## src/rtl/alu_pkg.sv

```systemverilog
// ---------------------------------------------------------------------------
// alu_pkg
// Shared types for the ALU adder datapath.
//   alu_op_e    : operation select carried on the 'sub' wire (ADD / SUB)
//   alu_flags_t : status flags produced alongside the result
//   split_ok()  : elaboration-time check that a WIDTH-bit add divides evenly
//                 into STAGES slices
// ---------------------------------------------------------------------------
package alu_pkg;

    typedef enum logic {
        ALU_ADD = 1'b0,
        ALU_SUB = 1'b1
    } alu_op_e;

    typedef struct packed {
        logic cout;
        logic ovf;
        logic zero;
    } alu_flags_t;

    function automatic bit split_ok(int width, int stages);
        return (stages >= 1) && ((width % stages) == 0);
    endfunction

endpackage

```

## src/rtl/adder_slice.sv

```systemverilog
// ---------------------------------------------------------------------------
// adder_slice
// Purely combinational CHUNK-bit adder with carry in and carry out; one of
// these sits in each pipeline stage of pipe_adder.
//   a_i, b_i : CHUNK-bit operand chunks (b_i already inverted for SUB)
//   c_i      : carry into the chunk
//   s_o      : CHUNK-bit partial sum
//   c_o      : carry out of the chunk MSB
// ---------------------------------------------------------------------------
module adder_slice #(
    parameter int CHUNK = 8
) (
    input  logic [CHUNK-1:0] a_i,
    input  logic [CHUNK-1:0] b_i,
    input  logic             c_i,
    output logic [CHUNK-1:0] s_o,
    output logic             c_o
);

    logic [CHUNK:0] total;

    // One extra bit on the left captures the chunk carry-out.
    assign total     = {1'b0, a_i} + {1'b0, b_i} + {{CHUNK{1'b0}}, c_i};
    assign {c_o, s_o} = total;

endmodule

```

## src/rtl/pipe_adder.sv

```systemverilog
// ---------------------------------------------------------------------------
// pipe_adder
// Pipelined WIDTH-bit adder/subtractor. The add is split into STAGES slices
// of CHUNK = WIDTH/STAGES bits; stage k adds chunk k and registers its
// partial result, its carry, and the operands for the stages still to come.
// One operation per cycle under valid/ready; the whole pipe stalls as one
// when the result is not taken.
//   clk, rst_n          : clock, asynchronous active-low reset
//   in_valid / in_ready : operand handshake (in_ready = !stall)
//   a, b, cin, sub      : operands, carry-in (ADD only), 1 = subtract
//   out_valid/out_ready : result handshake
//   sum, cout, ovf, zero: result and flags, held while stalled
// ---------------------------------------------------------------------------
module pipe_adder
    import alu_pkg::*;
#(
    parameter int WIDTH  = 32,
    parameter int STAGES = 4
) (
    input  logic             clk,
    input  logic             rst_n,
    input  logic             in_valid,
    output logic             in_ready,
    input  logic [WIDTH-1:0] a,
    input  logic [WIDTH-1:0] b,
    input  logic             cin,
    input  logic             sub,
    output logic             out_valid,
    input  logic             out_ready,
    output logic [WIDTH-1:0] sum,
    output logic             cout,
    output logic             ovf,
    output logic             zero
);

    localparam int  CHUNK    = WIDTH / STAGES;
    localparam int  MSB      = WIDTH - 1;
    localparam bit  SPLIT_OK = split_ok(WIDTH, STAGES);

    if (!SPLIT_OK) begin : g_bad_split
        $error("pipe_adder: WIDTH must be a positive multiple of STAGES");
    end

    // Stage registers. a_q/bp_q carry the operands forward (skew) so later
    // stages see the chunks of the operation they are working on.
    logic [WIDTH-1:0] a_q     [STAGES];
    logic [WIDTH-1:0] bp_q    [STAGES];
    logic [WIDTH-1:0] sum_q   [STAGES];
    logic             carry_q [STAGES];
    logic             valid_q [STAGES];
    alu_flags_t       flags_q;

    // What each stage sees at its input this cycle.
    logic [WIDTH-1:0] a_src   [STAGES];
    logic [WIDTH-1:0] bp_src  [STAGES];
    logic [WIDTH-1:0] sum_src [STAGES];
    logic             c_src   [STAGES];
    logic             v_src   [STAGES];

    // Slice connections and next-state values.
    logic [CHUNK-1:0] sl_a    [STAGES];
    logic [CHUNK-1:0] sl_b    [STAGES];
    logic [CHUNK-1:0] sl_s    [STAGES];
    logic             sl_co   [STAGES];
    logic [WIDTH-1:0] sum_d   [STAGES];
    alu_flags_t       flags_d;

    alu_op_e          op_in;
    logic             stall;

    assign op_in     = alu_op_e'(sub);
    assign stall     = valid_q[STAGES-1] && !out_ready;
    assign in_ready  = !stall;

    assign out_valid = valid_q[STAGES-1];
    assign sum       = sum_q[STAGES-1];
    assign cout      = flags_q.cout;
    assign ovf       = flags_q.ovf;
    assign zero      = flags_q.zero;

    // Stage inputs: stage 0 takes the port operands, with SUB folded in as
    // ~b and a forced carry of 1 (cin ignored); stage k takes stage k-1.
    // NOTE: every variable written in always_comb is assigned on every path
    // (here the loops cover every element) so no latch can be inferred.
    always_comb begin
        a_src[0]   = a;
        bp_src[0]  = (op_in == ALU_SUB) ? ~b : b;
        c_src[0]   = (op_in == ALU_SUB) ? 1'b1 : cin;
        sum_src[0] = '0;
        v_src[0]   = in_valid;
        for (int k = 1; k < STAGES; k++) begin
            a_src[k]   = a_q[k-1];
            bp_src[k]  = bp_q[k-1];
            c_src[k]   = carry_q[k-1];
            sum_src[k] = sum_q[k-1];
            v_src[k]   = valid_q[k-1];
        end
        for (int k = 0; k < STAGES; k++) begin
            sl_a[k] = a_src[k][k*CHUNK +: CHUNK];
            sl_b[k] = bp_src[k][k*CHUNK +: CHUNK];
        end
    end

    for (genvar k = 0; k < STAGES; k++) begin : g_slice
        adder_slice #(
            .CHUNK (CHUNK)
        ) u_slice (
            .a_i (sl_a[k]),
            .b_i (sl_b[k]),
            .c_i (c_src[k]),
            .s_o (sl_s[k]),
            .c_o (sl_co[k])
        );
    end

    // Merge each slice's chunk into the partial sum; the last stage also
    // derives the flags from the fully assembled sum.
    always_comb begin
        for (int k = 0; k < STAGES; k++) begin
            sum_d[k]                    = sum_src[k];
            sum_d[k][k*CHUNK +: CHUNK]  = sl_s[k];
        end
        flags_d.cout = sl_co[STAGES-1];
        flags_d.ovf  = (a_src[STAGES-1][MSB] == bp_src[STAGES-1][MSB]) &&
                       (sum_d[STAGES-1][MSB] != a_src[STAGES-1][MSB]);
        flags_d.zero = ~|sum_d[STAGES-1];
    end

    // NOTE: sequential state uses non-blocking assignments so every stage
    // samples its predecessor's pre-edge value.
    // NOTE: the stage data arrays are plain flops and are reset along with
    // the valid bits so sum and flags read 0 straight out of reset.
    always_ff @(posedge clk or negedge rst_n) begin
        if (!rst_n) begin
            for (int k = 0; k < STAGES; k++) begin
                valid_q[k] <= 1'b0;
                carry_q[k] <= 1'b0;
                a_q[k]     <= '0;
                bp_q[k]    <= '0;
                sum_q[k]   <= '0;
            end
            flags_q <= '0;
        end else if (!stall) begin
            // Bubbles advance like data; nothing is compressed.
            for (int k = 0; k < STAGES; k++) begin
                valid_q[k] <= v_src[k];
                carry_q[k] <= sl_co[k];
                a_q[k]     <= a_src[k];
                bp_q[k]    <= bp_src[k];
                sum_q[k]   <= sum_d[k];
            end
            flags_q <= flags_d;
        end
    end

endmodule

```

## config.mk

```make
export PLATFORM = sky130hd
export DESIGN_NAME = pipe_adder
export DESIGN_NICKNAME = d
export VERILOG_FILES = /design/src/rtl/alu_pkg.sv /design/src/rtl/adder_slice.sv /design/src/rtl/pipe_adder.sv
export SDC_FILE = /design/constraint.sdc
export NUM_CORES = 1
export LEC_CHECK = 0
export ABC_AREA = 1
export BUFFER_PORTS_ARGS = -buffer_cell sky130_fd_sc_hd__buf_4
export CAP_MARGIN = 20
export CORE_MARGIN = 2
export CORE_UTILIZATION = 53
export DETAILED_ROUTE_END_ITERATION = 16
export PLACE_DENSITY = 0.77
export SETUP_SLACK_MARGIN = 0.15
export SYNTH_ARGS = -nofsm -noshare
export SYNTH_HDL_FRONTEND = slang
export SYNTH_SLANG_ARGS = --single-unit
```

## constraint.sdc

```tcl
create_clock -name clk -period 1.7 [get_ports clk]
set_input_delay 0.17 -clock clk [delete_from_list [all_inputs] [get_ports clk]]
set_output_delay 0.17 -clock clk [all_outputs]
set_load 0.02 [all_outputs]
```

==> metrics.cfg <==
[floorplan]
core.rowCount=46
die_area_um2=17500
core_area_um2=16000
initial_core_util_pct=54.7
ioPinCount=107
die_height_um=132
die_w_um=132

[detailed_routing]
wire_per_inst_um=13.6
drc=0
routed_wl_um=18300
drt-initial-drc-count=434
routed_via_density=4.96
ant_nets=0
vias=6655
drt_pass1_iterations=5

[clock_tree]
numCtsBuffers=17
cts_max_level=4
clk_latency_ns=0.44
path_clk_slew_ns=0.07
clock_path_buffers=2
cts_root_buf=clkbuf_16
clock-sinks=186
cts_tree=done

[timing]
skew_ns=0.0106
max_slew.worst_pin.slew_ns=0.541
finalSetupTns_ns=-0.440
maxSlewViolCount=0
timing.fmax_mhz=541
min_period_over_period_pct=109
finalHoldViolations=0
hold-worst-slack_ns=0.0101
setup_viol=7
grt_setup_unrepaired=true
period_needed_ns=1.85
worst_slack_ns=-0.148
relSlewSlack_pct=63.9

[synthesis]
async_reset_ff_share_pct=100
synth_area_leaders=dfrtp_1, nand2_1, ha_1
synthXorXnorAreaFrac_pct=4.41
yosys_warnings=0
synth_fa_ha_area_share_pct=5.84
syn_inst=957
yosysTopAreaCell=dfrtp_1
ys.flop_type=dfrtp_1
synthesis.area_per_instance_um2=9.14
synth.ff_latch_count=186
synth_cell_types=31
synth_top_area_share_pct=53.2
synth_common_cells=nand2_1, dfrtp_1, inv_1
yosysMostFrequentCell=nand2_1
synth_edf_count=0
yosys.area_share.simple_pct=18.9
synth_mux_area_share_pct=0
synth_compound_area_share_pct=10.5
synth_seq_area_share_pct=53.2
syn-num-nets=1063
synth_top_family_by_area=simple AND/OR/NAND/NOR gates
syn-cell-area_um2=8750

[worst_setup_path]
cp.arrival_ns=2.23
slowest_delay_ns=0.54
crit_chain=fa_2 -> inv_2 -> fa_2 -> nand3_2 -> nor2_1 -> nand4_1 -> nor2_1 -> nand3_1 -> nand2_1
critPathKind=flip-flop to flip-flop
timing.critical_path.fanout_max=2
path_delay_family=adder cells
crit_slowest_cell=fa_2
end_kind=flip-flop
path_buf_inv=1
cp-start-kind=flip-flop
crit_required_ns=2.08

[placement]
port_buffers=106
place_inst=1268
dp_hpwl_um=12200
globalplace.congestion=0.839

[cells_and_area]
nNetsFinal=1220
drive_gt1_share_pct=25.5
syn_to_final_growth_pct=27.2
insertedDiodeCount=0
stdcell_count=1343

[power_and_ir_drop]
ir_drop_mv=1.09
power_mw=21.0
p_per_area_nw_per_um2=1880
p_leak_nw=5.48

[global_routing]
grt_pass1_vias=6081
grt_overflow=0
grt_pass1_wl_um=28900
grt_usage_pct=20.4
antenna_found_initial=0
grt_max_degree=66

[run]
drv_cap=0

[worst_hold_path]
min_path_type=input pin to flip-flop

[outcome]
status=complete, but fails checks
failed_checks=negative setup slack

-- worst register-to-register path, cell delays in order (launching register included) --
cell and delay, ns:
dfrtp_1 0.39, fa_2 0.25, inv_2 0.04, fa_2 0.55, nand3_2 0.07, nor2_1 0.10, nand4_1 0.10, nor2_1 0.14
nand3_1 0.09, nand2_1 0.07
-- worst paths after layout --
check                      startpoint         to  slack, ns  cells past startpoint
setup / recovery             c_src[0]       zero      -0.15                      9
hold / removal                  b[16]  bp_q[112]       0.01                      3
setup reg to reg             c_src[0]       zero      -0.15                      9
hold reg to reg              v_src[0]  out_valid       0.45                      2
max in group asynchronous       rst_n     sum[7]       0.79                      3
min in group asynchronous       rst_n    a_q[95]       0.30                      2
-- what timing repair did --
action                                  in CTS  in global routing
pin swaps                                   17                 25
cloned                                       0                  1
endpoints found under the setup margin      17                 28
buffers inserted                             4                 12
endpoints found under the hold margin       83                  0
gates resized for setup                     20                 44
hold buffers                                26                  0
-- per-stage QoR --
| step | utilization (%) | worst slack, ns | cell area (µm²) |
|---|---|---|---|
| floorplan | - | -0.276 | 8790 |
| global placement | 61.7 | -0.199 | 9870 |
| detailed placement | 61.7 | -0.247 | 9870 |
| CTS | 67.6 | -0.0903 | 10800 |
| global route | 69.5 | -0.224 | 11100 |
| finish | 69.5 | -0.148 | 11100 |
-- registers in the layout, indices dropped and copies added (netlist names) --
register   cells
a_q           48
bp_q          48
sum_d         48
sum           32
c_src          3
v_src          3
cout           1
out_valid      1
ovf            1
zero           1
-- placed cells by master, fill, tap and decap left out, types with 14 or more instances in the layout --
cell and instances:
dfrtp_1 185, nor2_1 30, o21ai_0 40, dlygate4sd3_1 26, xnor2_1 27, inv_1 67, nand2_1 303, xor2_1 15
ha_1 21, nand2_2 28, buf_4 142, clkbuf_16 18, nand4_1 14, o21ai_1 71, o21ai_2 21
-- area by class of cell --
type / count / area (µm²)
Clock buffer: 19 / 443
Clock inverter: 13 / 135
Fill cell: 1224 / 4880
Inverter: 79 / 302
Multi-Input combinational cell: 647 / 3720
Sequential cell: 186 / 4660
Tap cell: 216 / 270
Timing Repair Buffer: 183 / 1590
-- per-layer routing --
metal  routed length [µm]  part of all wire (%)  GRT usage, %  vias up
met5                    0                     0             0        -
met1                 8910                    49          30.6     3106
met3                  610                   3.3          3.30       27
li1                     -                     -             -     3382
met2                 8390                    46          30.2      140
met4                  351                   1.9          7.05        0
-- where the power goes --
part           switching (mW)  total, mW  internal, mW
logic                    5.37       9.53          4.16
registers                1.18       7.57          6.39
clock network            1.76       3.86          2.10
total                    8.31       21.0          12.6
-- cell families after synthesis --
group | Yosys count
compound gates | 163
flops | 186
xor+xnor | 44
buf+inv | 124
simple gates | 404
fa+ha+maj | 36
Power figures use the tool's default switching activity.
